<file path="src/rtl/rvfi_retire_serializer.sv">
// Reorders multi-channel RVFI retirements by rvfi_order and replays them one at
// a time on a valid/ready port for single-channel sequential checkers.
module rvfi_retire_serializer #(
  parameter int NRET  = 2,
  parameter int XLEN  = 32,
  parameter int DEPTH = 8
) (
  input  logic                      clk,
  input  logic                      reset,
  input  logic [NRET-1:0]           in_valid,
  input  logic [NRET*8-1:0]         in_order,
  input  logic [NRET*32-1:0]        in_insn,
  input  logic [NRET*XLEN-1:0]      in_pre_pc,
  input  logic [NRET*XLEN-1:0]      in_post_pc,
  input  logic [NRET-1:0]           in_trap,
  output logic                      out_valid,
  input  logic                      out_ready,
  output logic [7:0]                out_order,
  output logic [31:0]               out_insn,
  output logic [XLEN-1:0]           out_pre_pc,
  output logic [XLEN-1:0]           out_post_pc,
  output logic                      out_trap,
  output logic [$clog2(DEPTH):0]    occupancy,
  output logic                      err_window,
  output logic                      err_dup
);

  localparam int AW = $clog2(DEPTH);

  logic [DEPTH-1:0] r_valid;
  logic [7:0]       r_order   [DEPTH];
  logic [31:0]      r_insn    [DEPTH];
  logic [XLEN-1:0]  r_pre_pc  [DEPTH];
  logic [XLEN-1:0]  r_post_pc [DEPTH];
  logic [DEPTH-1:0] r_trap;
  logic [7:0]       r_next_order;
  logic [AW:0]      r_occ;
  logic             r_err_window;
  logic             r_err_dup;

  logic [AW-1:0]    w_head;
  logic             w_fire;
  logic [7:0]       w_dist [NRET];
  logic [AW-1:0]    w_slot [NRET];
  logic [NRET-1:0]  w_inwin;
  logic [NRET-1:0]  w_conf;
  logic [NRET-1:0]  w_acc;
  logic [NRET-1:0]  w_drop_win;
  logic [NRET-1:0]  w_drop_dup;
  logic [AW:0]      w_nacc;

  assign w_head = r_next_order[AW-1:0];
  assign w_fire = r_valid[w_head] & out_ready;

  // A slot about to be popped still counts as occupied; its only in-window
  // successor would be next_order+DEPTH, which the window check already rejects.
  always_comb begin
    w_nacc = '0;
    for (int i = 0; i < NRET; i++) begin
      w_dist[i]  = in_order[i*8 +: 8] - r_next_order;
      w_slot[i]  = in_order[i*8 +: AW];
      w_inwin[i] = (w_dist[i] < 8'(DEPTH));
    end
    for (int i = 0; i < NRET; i++) begin
      w_conf[i] = r_valid[w_slot[i]];
      for (int j = 0; j < NRET; j++) begin
        if (j < i && in_valid[j] && w_inwin[j] && (w_slot[j] == w_slot[i]))
          w_conf[i] = 1'b1;
      end
      w_acc[i]      = in_valid[i] & w_inwin[i] & ~w_conf[i];
      w_drop_win[i] = in_valid[i] & ~w_inwin[i];
      w_drop_dup[i] = in_valid[i] & w_inwin[i] & w_conf[i];
      w_nacc        = w_nacc + {{AW{1'b0}}, w_acc[i]};
    end
  end

  always_ff @(posedge clk or posedge reset) begin
    if (reset) begin
      r_valid      <= '0;
      r_next_order <= '0;
      r_occ        <= '0;
      r_err_window <= 1'b0;
      r_err_dup    <= 1'b0;
    end else begin
      if (w_fire) begin
        r_valid[w_head] <= 1'b0;
        r_next_order    <= r_next_order + 8'd1;
      end
      for (int i = 0; i < NRET; i++) begin
        if (w_acc[i]) r_valid[w_slot[i]] <= 1'b1;
      end
      r_occ <= r_occ + w_nacc - {{AW{1'b0}}, w_fire};
      if (|w_drop_win) r_err_window <= 1'b1;
      if (|w_drop_dup) r_err_dup    <= 1'b1;
    end
  end

  // Payload is qualified by r_valid, so it needs no reset.
  always_ff @(posedge clk) begin
    for (int i = 0; i < NRET; i++) begin
      if (w_acc[i]) begin
        r_order[w_slot[i]]   <= in_order[i*8 +: 8];
        r_insn[w_slot[i]]    <= in_insn[i*32 +: 32];
        r_pre_pc[w_slot[i]]  <= in_pre_pc[i*XLEN +: XLEN];
        r_post_pc[w_slot[i]] <= in_post_pc[i*XLEN +: XLEN];
        r_trap[w_slot[i]]    <= in_trap[i];
      end
    end
  end

  assign out_valid   = r_valid[w_head];
  assign out_order   = r_order[w_head];
  assign out_insn    = r_insn[w_head];
  assign out_pre_pc  = r_pre_pc[w_head];
  assign out_post_pc = r_post_pc[w_head];
  assign out_trap    = r_trap[w_head];
  assign occupancy   = r_occ;
  assign err_window  = r_err_window;
  assign err_dup     = r_err_dup;

endmodule

</file>
<file path="config.mk">
export PLATFORM = sky130hd
export DESIGN_NAME = rvfi_retire_serializer
export DESIGN_NICKNAME = d
export VERILOG_FILES = /design/src/rtl/rvfi_retire_serializer.sv
export SDC_FILE = /design/constraint.sdc
export NUM_CORES = 1
export LEC_CHECK = 0
export CORE_MARGIN = 2
export CORE_UTILIZATION = 54
export DETAILED_ROUTE_END_ITERATION = 6
export GPL_TIMING_DRIVEN = 0
export HOLD_SLACK_MARGIN = 0.1
export PLACE_DENSITY = 0.83
export SLEW_MARGIN = 20
export SYNTH_ARGS = -nofsm -noshare
export SYNTH_HDL_FRONTEND = slang
export SYNTH_SLANG_ARGS = --single-unit
</file>
<file path="constraint.sdc">
create_clock -name clk -period 11.9 [get_ports clk]
set_clock_uncertainty 0.2 [all_clocks]
set_input_delay 2.38 -clock clk [delete_from_list [all_inputs] [get_ports clk]]
set_output_delay 2.38 -clock clk [all_outputs]
set_load 0.01 [all_outputs]
</file>
==> impl_metrics.py <==
metrics = {
    "status": {
        "status": "complete, no violations",
    },
    "setup_path": {
        "critical_path_class": "input pin to register",
        "cp-endpoint": "r_pre_pc[7][2]",
        "crit_chain": "clkdlybuf4s50_1, ha_1, and3_1, a211o_1, a2111oi_0, a31oi_1, or3_1, clkbuf_1, nor3_4, buf_2, or2_4, buf_12, buf_12",
        "required_ns": 12.02,
        "cp_top_family": "buffers and inverters",
        "cp_num_cells": 13,
        "crit_buf_inv": 5,
        "slowest_delay_ns": 0.67,
        "r2r_slack_ns": 5.69,
        "worstPathArrival_ns": 7.27,
        "r2r-end": "r_pre_pc[7][2]",
        "crit_slowest_cell": "clkdlybuf4s50_1",
        "crit_path_start_kind": "input pin",
        "startpoint": "in_order[12]",
        "worstSetupEndpointType": "register",
        "path_max_fanout": 31,
        "path_common_cell": "buf_12",
        "rr_worst_depth": 15,
        "reg2reg_from": "r_next_order[1]",
    },
    "synthesis": {
        "synth_xor_area_frac": 0.00365,
        "synthAdderAreaFrac": 0.00539,
        "avgSynthCellArea_um2": 16.5,
        "synth_compound_area_frac": 0.00886,
        "async_flop_share": 0.0255,
        "synth_top_area_cell": "edfxtp_1",
        "synth_top_family_by_area": "multiplexers",
        "synth_simple_gate_area_share": 0.0439,
        "ys_seq_area_frac": 0.595,
        "synth.area.mux_share": 0.324,
        "synth_top_flop_cell": "edfxtp_1",
        "yosys_warnings": 0,
        "synth_cells": 2624,
        "yosysTopAreaCellShare": 0.578,
        "ys_ff_latch": 862,
        "synth_edf_count": 832,
        "netlist_area_um2": 43200,
        "synth_fp_nets": 2857,
        "ys_types": 57,
        "ys_top_cells_by_area": "edfxtp_1, mux2_2, mux4_2",
    },
    "cts": {
        "numCtsBuffers": 90,
        "postCtsHoldBufs": 0,
        "cts_tree": "built",
        "clkLatencyLatePin_ns": 0.67,
        "post_cts_buffers": 0,
        "ctsResizeCount": 0,
        "clock_path_buffers": 3,
        "root_buffer": "clkbuf_16",
        "path_clk_slew_ns": 0.06,
        "numClockSinks": 862,
        "htree_levels": 3,
    },
    "grt": {
        "grt_pass1_vias": 27400,
        "grt_usage": 0.287,
        "grt_max_degree": 34,
        "grt_overflow_total": 0,
        "grt_busiest_layer": "met2",
        "grt_pass1_wl_um": 175000,
        "grtUsageMet3": 0.0598,
        "use_met1": 0.370,
        "antenna_found_initial": 30,
        "use_met2": 0.475,
    },
    "place": {
        "hpwl_um": 78600,
        "gp_congestion": 0.902,
        "port_buffers": 323,
        "pre_cts_slack_ns": 4.15,
    },
    "layout": {
        "syn2layout_area_growth_pct": 20.6,
        "nNetsFinal": 3323,
        "mostFrequentLayoutCells": "edfxtp_1, mux2_2, nand2_1",
        "final_common_cell": "edfxtp_1",
        "layout-drive-gt1-share": 0.404,
    },
    "sta": {
        "setup_violations": 0,
        "hold_viol_final": 0,
        "final_max_slew_viol_count": 0,
        "fin_crit_ns": 7.16,
        "timing.final.crit_share": 0.602,
        "rsz0062_at_grt": "no",
        "fmax_mhz": 140,
        "max_slew_margin": 0.217,
        "finalSetupTns_ns": 0,
        "worstMarginPinSlew_ns": 1.17,
        "final.setup.worst_slack_ns": 4.74,
    },
    "power_and_ir_drop": {
        "combPwrFrac": 0.326,
        "p_leak_nw": 17.4,
        "intPower_mw": 6.56,
        "powerDensity_nw_per_um2": 181,
        "swShare": 0.303,
        "peakVddDrop_mv": 0.127,
        "seqPwrFrac": 0.365,
        "clockPowerShare": 0.309,
        "p_sw_mw": 2.85,
        "finalPower_mw": 9.41,
    },
    "run": {
        "cap_violations": 0,
    },
    "route": {
        "vias": 26600,
        "wire_per_inst_um": 28.3,
        "routed_wl_um": 120000,
        "drc": 0,
        "drtIter0Drc": 2673,
        "postRouteAntennaNets": 0,
        "drt_pass1_iterations": 5,
        "vias_per_cell": 6.28,
    },
    "die": {
        "num_rows": 103,
        "die_h_um": 287,
        "die-area_um2": 82300,
        "core_area_um2": 79100,
        "die_x_um": 287,
        "floorplan.initialDensity": 0.546,
        "ios": 327,
    },
    "worst_hold_path": {
        "min_path_type": "register to register",
        "whs_path_depth": 1,
    },
}
[worst min-delay path by stage]
stage               slack (ns)       startpoint         endpoint
global route              0.29  r_next_order[6]  r_next_order[6]
CTS                       0.29  r_next_order[6]  r_next_order[6]
global placement          0.26  r_next_order[6]  r_next_order[6]
detailed placement        0.27  r_next_order[6]  r_next_order[6]
floorplan                 0.24  r_next_order[6]  r_next_order[6]
finish                    0.29  r_next_order[6]  r_next_order[6]
[synth_stat cells (3+ instances only)]
| master | n |
|---|---|
| nand3_1 | 6 |
| buf_2 | 76 |
| ha_1 | 17 |
| inv_1 | 16 |
| nor2b_1 | 10 |
| dfrtp_1 | 22 |
| o21ai_1 | 3 |
| or4_1 | 5 |
| clkbuf_1 | 52 |
| nand3b_1 | 3 |
| o21ai_0 | 18 |
| or2_2 | 8 |
| mux2_2 | 767 |
| edfxtp_1 | 832 |
| nor3_2 | 3 |
| o31ai_1 | 3 |
| xnor2_1 | 12 |
| a21oi_1 | 8 |
| nand2b_1 | 10 |
| mux4_2 | 212 |
| and2_1 | 7 |
| nor2_1 | 18 |
| buf_1 | 31 |
| mux2_1 | 44 |
| buf_4 | 14 |
| dfxtp_1 | 8 |
| nand2_1 | 353 |
| xor2_1 | 6 |
| nand4_1 | 4 |
| nor3_1 | 4 |
| mux2i_1 | 8 |
| or3_1 | 7 |
[registers in the layout (all words and copies together), names as in the netlist]
signal / flops
r_post_pc: 256
r_trap: 8
occupancy: 4
r_insn: 256
r_order: 64
r_pre_pc: 256
err_dup: 1
r_next_order: 8
err_window: 1
r_valid: 8
[stage by stage]
step                      hold slack (ns)  utilization  area (um2)  std cells
after floorplan                     0.245            -       43200       2624
after global placement              0.262        0.604       47800       3997
after detailed placement            0.274        0.620       49000       4048
after CTS                           0.286        0.658       52100       4216
after global routing                0.294        0.659       52100       4232
final                               0.287        0.659       52100       4235
[layer usage]
layer  wire length, um  part of all wire
met1             45400              0.38
met2             59100              0.49
met3             10700             0.089
met4              4390             0.037
met5               163            0.0014
[power groups by stage]
stage | combinational, mW | sequential (mW) | clock (mW)
floorplan | 1.72 | 3.48 | 0
global placement | 3.00 | 3.50 | 0
detailed placement | 3.06 | 3.49 | 0
CTS | 3.08 | 3.43 | 2.92
global route | 3.27 | 3.43 | 3.04
finish | 3.07 | 3.43 | 2.91
[worst register-to-register path: stages, from the launching register on]
cell and delay [ns]:
dfrtp_1 0.38, clkbuf_1 0.26, inv_1 0.25, clkbuf_1 0.73, ha_1 0.38, nand2_1 0.06
o21ai_0 0.16, a2111oi_0 0.44, a31oi_1 0.16, or3_1 0.42, clkbuf_1 0.21, nor3_4 0.65
buf_2 0.45, or2_4 0.48, buf_12 0.32, buf_12 0.29
[kinds of logic after synthesis]
logic type | count (synthesis)
fa+ha+maj | 18
simple gates | 448
xor+xnor | 18
buf+inv | 191
flops | 862
compound gates | 56
mux | 1031
[layout make-up]
cell class | count | area, um2
inverter | 18 | 67.6
fill | 5278 | 27000
buffer | 173 | 806
timing repair buffer | 374 | 4420
sequential | 862 | 25700
tap | 1050 | 1310
antenna | 19 | 47.5
clock buffer | 104 | 2350
clock inverter | 64 | 673
multi-input combinational | 1571 | 16700
No activity file was read; power rests on OpenSTA's default activity.
